File: src/rtl/red_seq.sv
// red_seq: multi-cycle lane reduction, one lane pair per clock.
// start/busy/done handshake, registered Sum with overflow flag.
module red_seq #(
  parameter int WIDTH  = 16,
  parameter int LANE_W = 8
) (
  input  logic             clk,
  input  logic             rst_n,
  input  logic             start,
  input  logic [WIDTH-1:0] In1,
  input  logic [WIDTH-1:0] In2,
  input  logic             sgn,
  output logic             busy,
  output logic             done,
  output logic [WIDTH-1:0] Sum,
  output logic             ovf
);

  localparam int LANES = WIDTH / LANE_W;
  localparam int ACC_W = LANE_W + $clog2(2 * LANES) + 1;
  localparam int IW    = $clog2(LANES);
  localparam int BW    = ((ACC_W > WIDTH) ? ACC_W : WIDTH) + 2;

  localparam logic [IW-1:0] LAST = IW'(LANES - 1);

  localparam logic signed [BW-1:0] SMAX =
    (BW'(1) << (WIDTH - 1)) - BW'(1);
  localparam logic signed [BW-1:0] SMIN =
    -(BW'(1) << (WIDTH - 1));
  localparam logic [BW-1:0] UMAX =
    (BW'(1) << WIDTH) - BW'(1);

  typedef enum logic {
    IDLE,
    ACCUM
  } state_t;

  state_t            state;
  logic [IW-1:0]     idx;
  logic [ACC_W-1:0]  acc;
  logic [WIDTH-1:0]  opa;
  logic [WIDTH-1:0]  opb;
  logic              sg;

  logic [LANE_W-1:0] la;
  logic [LANE_W-1:0] lb;
  logic [ACC_W-1:0]  ea;
  logic [ACC_W-1:0]  eb;
  logic [ACC_W-1:0]  nxt;
  logic [BW-1:0]     wide;
  logic              ovf_n;
  logic              last;

  // Select current lanes, extend, accumulate, and check range.
  always_comb begin
    la    = opa[idx*LANE_W +: LANE_W];
    lb    = opb[idx*LANE_W +: LANE_W];
    ea    = {{(ACC_W-LANE_W){sg & la[LANE_W-1]}}, la};
    eb    = {{(ACC_W-LANE_W){sg & lb[LANE_W-1]}}, lb};
    nxt   = acc + ea + eb;
    wide  = {{(BW-ACC_W){sg & nxt[ACC_W-1]}}, nxt};
    last  = (idx == LAST);
    ovf_n = 1'b0;
    if (sg)
      ovf_n = ($signed(wide) > SMAX) ||
              ($signed(wide) < SMIN);
    else
      ovf_n = (wide > UMAX);
  end

  // Two-state controller with registered handshake and result.
  always_ff @(posedge clk or negedge rst_n) begin
    if (!rst_n) begin
      state <= IDLE;
      idx   <= '0;
      acc   <= '0;
      opa   <= '0;
      opb   <= '0;
      sg    <= 1'b0;
      busy  <= 1'b0;
      done  <= 1'b0;
      Sum   <= '0;
      ovf   <= 1'b0;
    end else begin
      done <= 1'b0;
      unique case (state)
        IDLE: begin
          if (start) begin
            opa   <= In1;
            opb   <= In2;
            sg    <= sgn;
            acc   <= '0;
            idx   <= '0;
            busy  <= 1'b1;
            state <= ACCUM;
          end
        end
        ACCUM: begin
          acc <= nxt;
          idx <= idx + 1'b1;
          if (last) begin
            Sum   <= wide[WIDTH-1:0];
            ovf   <= ovf_n;
            done  <= 1'b1;
            busy  <= 1'b0;
            state <= IDLE;
          end
        end
      endcase
    end
  end

endmodule

File: config.mk
export PLATFORM = sky130hd
export DESIGN_NAME = red_seq
export DESIGN_NICKNAME = d
export VERILOG_FILES = /design/src/rtl/red_seq.sv
export SDC_FILE = /design/constraint.sdc
export NUM_CORES = 1
export LEC_CHECK = 0
export CAP_MARGIN = 0
export CORE_UTILIZATION = 52
export DETAILED_ROUTE_END_ITERATION = 7
export PLACE_DENSITY = 0.84
export SLEW_MARGIN = 10
export SYNTH_ARGS = -nofsm -noshare
export SYNTH_HDL_FRONTEND = slang
export SYNTH_SLANG_ARGS = --single-unit
File: constraint.sdc
create_clock -name clk -period 4.3 [get_ports clk]
set_clock_uncertainty 0.2 [all_clocks]
set_input_delay 0.86 -clock clk [delete_from_list [all_inputs] [get_ports clk]]
set_output_delay 0.86 -clock clk [all_outputs]
set_load 0.05 [all_outputs]
======== After elaboration in Yosys (flattened, before gate mapping) ========
Index checks and enable logic that the tools add are counted.
operators by class
  add/subtract/negate cells ............... 3
  magnitude comparators ................... 3
  equality and inequality tests ........... 2
  shift-type cells ........................ 2
  muxes and demuxes ....................... 13
  bitwise gates (word level) .............. 4
  reductions and logical operators ........ 4
operators by type and width
  operator                number
  $shiftx A16 B5 Y8       2
  $add A11 B11 Y11        2
  $pmux W11 S2            1
  $gt A18 B16 Y1 const B  1
  $gt A12 B16 Y1 const B  1
  $lt A12 B16 Y1 const B  1
  $mux W11                1
  $mux W1                 8
  $pmux W1 S2             3
  $reduce_and A2 Y1       3
  $and A1 B1 Y1           3
  $ne A2 B1 Y1 const B    1
  $ne A2 B2 Y1 const B    1
  $add A1 B1 Y1 const B   1
  $logic_or A1 B1 Y1      1
  $not A1 Y1              1
word-level totals
  flip-flop bits (word level) ............. 61
  bits of input ports ..................... 36
  output and inout port bits .............. 19
  logic and storage cells ................. 41

======== Logic depth before layout (Yosys ltp) ========
  word-level depth ........................ 8
  mapped depth ............................ 12
  depth with buffers taken out ............ 11

======== Worst setup path before layout ========
No wires, ideal clock.
  kind .................................... register to register
  start ................................... register idx
  end ..................................... register Sum[7]
  setup time .............................. 0.096 ns
  arrival ................................. 3.029 ns
  data required time ...................... 4.004 ns
  setup slack ............................. 0.975 ns
  cell stages (with the launch flop) ...... 12
  path buffers ............................ 2
  clock period less this slack ............ 3.325 ns
  cells stage by stage .................... dfrtp_1 buf_4 clkbuf_1 mux2_2 fa_1 ha_1 nor2b_1 o21a_1 o21a_1 o21a_1 o21a_1 o31ai_1
between the ends
  word-level cells in the longest chain between the ends .. 3
  elaborated cells between the ends (all ways) .. 5
  classes of those cells .................. 2 x add/sub; 2 x shift; 1 x reduce/logical
ends and longest elaborated chain
  element                        RTL line  source
  from (decl)                    39        logic [IW-1:0] idx;
  from (signal assigned)         100       idx <= idx + 1'b1;
  $shiftx A16 B5 Y8              56        la = opa[idx*LANE_W +: LANE_W];
  $add A11 B11 Y11 (2 in a row)  60        nxt = acc + ea + eb;
  to (signal assigned)           102       Sum <= wide[WIDTH-1:0];
  to (decl)                      15        output logic [WIDTH-1:0] Sum,
Several ways; a longest one is shown, not always the timed one.
A chain may end at the register's enable or synchronous reset.

======== Worst setup path after layout ========
  start ................................... register idx
  end ..................................... register acc[7]
between the ends
  word-level cells in the longest chain between the ends .. 4
  elaborated cells between the ends (all ways) .. 5
  classes of those cells .................. 2 x add/sub; 2 x shift; 1 x mux
ends and longest elaborated chain
  element               RTL line  source
  $shiftx A16 B5 Y8     56
  $add A11 B11 Y11      60
  $add A11 B11 Y11 *    60
  $pmux W11 S2 *        86        unique case (state)
  to (signal assigned)  99        acc <= nxt;
  to (decl)             40        logic [ACC_W-1:0] acc;
Mark *: on every way between the ends. The rest lies on a longest branch, timed or not.

==> impl_metrics.csv <==
group,metric,value,unit
run,cap_violations,0,
layout,fillers,423,
timing,tightest_slew,0.845,ns
floorplanning,fp.coreArea,5570,sq um
setup_path,reg2reg_slack,0.76,ns
logic_synthesis,syn-cell-area,3040,sq um
setup_path,startpoint_type,"flip-flop",
logic_synthesis,synthDistinctLibCells,31,
placement,hpwlAfterDp,4140,microns
placement,place_area,3620,sq um
clock_tree,htreeDepth,3,
logic_synthesis,synthTopCellsByArea,"dfrtp_1 50%, mux2_2 19%, fa_1 7.2%, ha_1 3.7%, nand2_1 2.3%",
logic_synthesis,syn-num-nets,290,
route,vias,1984,
global_route,grt_start_max_net_pins,38,
clock_tree,cts_sinks,61,
clock_tree,post_cts_buffers,0,
clock_tree,clk_latency,0.34,ns
clock_tree,cts_tree,"yes",
timing,post-route-period-util,82.4,%
floorplanning,io-pin-count,55,
setup_path,crit_required,4.34,ns
global_route,grt_pass1_vias,2095,
setup_path,slowest_stage,"dfrtp_1",
placement,port_buffers,54,
timing,slew_headroom,43.5,%
setup_path,r2r_start,"idx",
setup_path,worstSetupPathType,"reg2reg",
route,wire_per_inst,15.5,microns
clock_tree,numCtsBuffers,9,
setup_path,critPathMaxStageDelay,0.78,ns
logic_synthesis,synth.ff_latch_count,61,
clock_tree,cts_buffer_depth,2,
setup_path,crit_path_cell_trace,"buf_4 > mux2_2 > fa_1 > ha_1 > inv_1 > fa_1 > nor2b_1 > o21a_1 > o21a_1 > o21a_1 > o21a_1 > o31ai_1",
route,route.detailed.drc,0,
timing,fin_crit,3.54,ns
timing,tns,0,ns
global_route,antenna_found_initial,0,
layout,final_common_cell,"dfrtp_1",
setup_path,crit_top_cell,"o21a_1",
layout,area_delta_synth_final,25.6,%
setup_path,cp-endpoint,"acc[7]",
timing,holdWs,0.282,ns
timing,finalMaxSlewViolations,0,
floorplanning,fp-row-count,27,
setup_path,crit-reg2reg-capture,"acc[7]",
logic_synthesis,synth_ff_type,"dfrtp_1",
logic_synthesis,synth_top_area_share,50.2,%
clock_tree,clock_tree.root_cell,"clkbuf_8",
setup_path,worst-r2r-cell-count,12,
logic_synthesis,synth_top_area_cell,"dfrtp_1",
global_route,grt_usage,22.0,%
floorplanning,dieArea,6150,sq um
layout,drive_above_1_share,25.7,%
worst_hold_path,min_path_type,"reg2reg",
logic_synthesis,netlist_instances,234,
layout,mostFrequentLayoutCells,"61 x dfrtp_1, 53 x clkdlybuf4s50_1, 52 x mux2_2",
timing,max_freq,0.282,GHz
clock_tree,cts_resized,0,
layout,postLayoutCoreUtil,68.5,%
logic_synthesis,async_flop_share,100,%
global_route,gr-total-overflow,0,
logic_synthesis,syn_avg_cell_area,13.0,sq um
setup_path,path_max_fanout,16,
setup_path,cp.arrival,3.58,ns
clock_tree,cts_hold_buf,0,
logic_synthesis,synth_seq_area_share,50.2,%
route,vias_per_cell,5.45,
setup_path,critPathCaptureType,"flip-flop",
layout,antenna_cells,0,
floorplanning,die_x,78.5,microns
route,drt_first_iter_violations,113,
route,wirelength,5640,microns
route,antenna_left,0,
timing,grt_setup_unrepaired,"no",
layout,nets,345,
clock_tree,clk_pin_slew_worst_paths,0.06,ns
outcome,run_status,"complete, no violations",
placement,gp_congestion,0.859,
timing,setup_viol,0,
global_route,grt_first_pass_wirelength,9940,microns
logic_synthesis,synth_edf_count,0,
logic_synthesis,yosysWarningCount,0,
timing,final_hold_viol_count,0,
layout,fin_area,3820,sq um
route,first_pass_iters,4,
floorplanning,fp.dieH,78.5,microns
floorplanning,start_util,54.5,%
setup_path,setup.worst_path.start,"idx",
==> cell type report <==
cell class	instances	area [sq um]	area share [%]
flip-flops and latches	61	1530	40.0
inverters	7	26.3	0.689
well taps	72	90.1	2.36
multi-input cells	153	1420	37.1
clock inverters	1	30.0	0.787
repair buffers	57	558	14.6
clock buffers	13	169	4.43
==> worst max-delay path: cells and delay by family, from the launching register on <==
family	cells	cell delay, ns
multiplexers	1	0.34
adder cells (fa/ha/maj)	3	0.76
flip-flops	1	0.78
AND/OR/NAND/NOR	1	0.06
AO/OA/AOI/OAI	5	0.97
buffers and inverters	2	0.32
==> worst min path at each step <==
stage	start	to	slack, ns	cells past startpoint
3_5_place_dp	Sum[5]	Sum[5]	0.27	2
3_3_place_gp	Sum[2]	Sum[2]	0.26	2
2_1_floorplan	opb[13]	opb[13]	0.27	1
5_1_grt	ovf	ovf	0.31	1
6_report	Sum[5]	Sum[5]	0.28	2
4_1_cts	Sum[5]	Sum[5]	0.28	2
==> cell usage after synthesis (2+ instances only) <==
cell / number
nand2_1: 19
inv_1: 6
o21a_1: 4
a21oi_1: 5
o21ai_1: 2
fa_1: 11
xnor2_1: 5
mux2_4: 2
nor2_1: 6
mux2_2: 52
a22o_1: 6
and2_4: 2
o31ai_1: 2
nand3_1: 2
clkbuf_1: 4
nor2b_1: 3
o22ai_1: 2
xor2_1: 3
dfrtp_1: 61
buf_4: 5
o21ai_0: 10
ha_1: 9
nor3_1: 2
buf_2: 4
==> stage by stage <==
| step | std cells | worst slack (ns) |
|---|---|---|
| floorplan | 234 | 0.975 |
| global placement | 350 | 0.871 |
| detailed placement | 350 | 0.797 |
| CTS | 364 | 0.774 |
| global route | 364 | 0.535 |
| finish | 364 | 0.758 |
==> logic make-up (layout without fill, tap and decap cells) <==
family	Yosys count	count (layout)	share of synthesized area, %
flops	61	61	50.2
mux	54	54	20.3
simple gates	37	37	5.60
compound gates	33	33	6.88
fa+ha+maj	20	20	11.0
buf+inv	20	78	3.25
xor+xnor	9	9	2.84
==> registers in the layout, summed over array words and instances (netlist names) <==
name and flops:
busy 1, sg 1, Sum 12, state 1, idx 1, acc 11
opb 16, done 1, ovf 1, opa 16
==> per-layer routing <==
layer	vias to the layer above	global-route usage, %	wire length (microns)
met5	-	0	0
met4	0	10.9	116
met3	14	6.51	261
met1	987	29.0	2550
met2	60	33.3	2710
li1	923	-	-
Power is not shown: default switching activity piles up to over one toggle a cycle in this logic, so the estimate is an artifact.
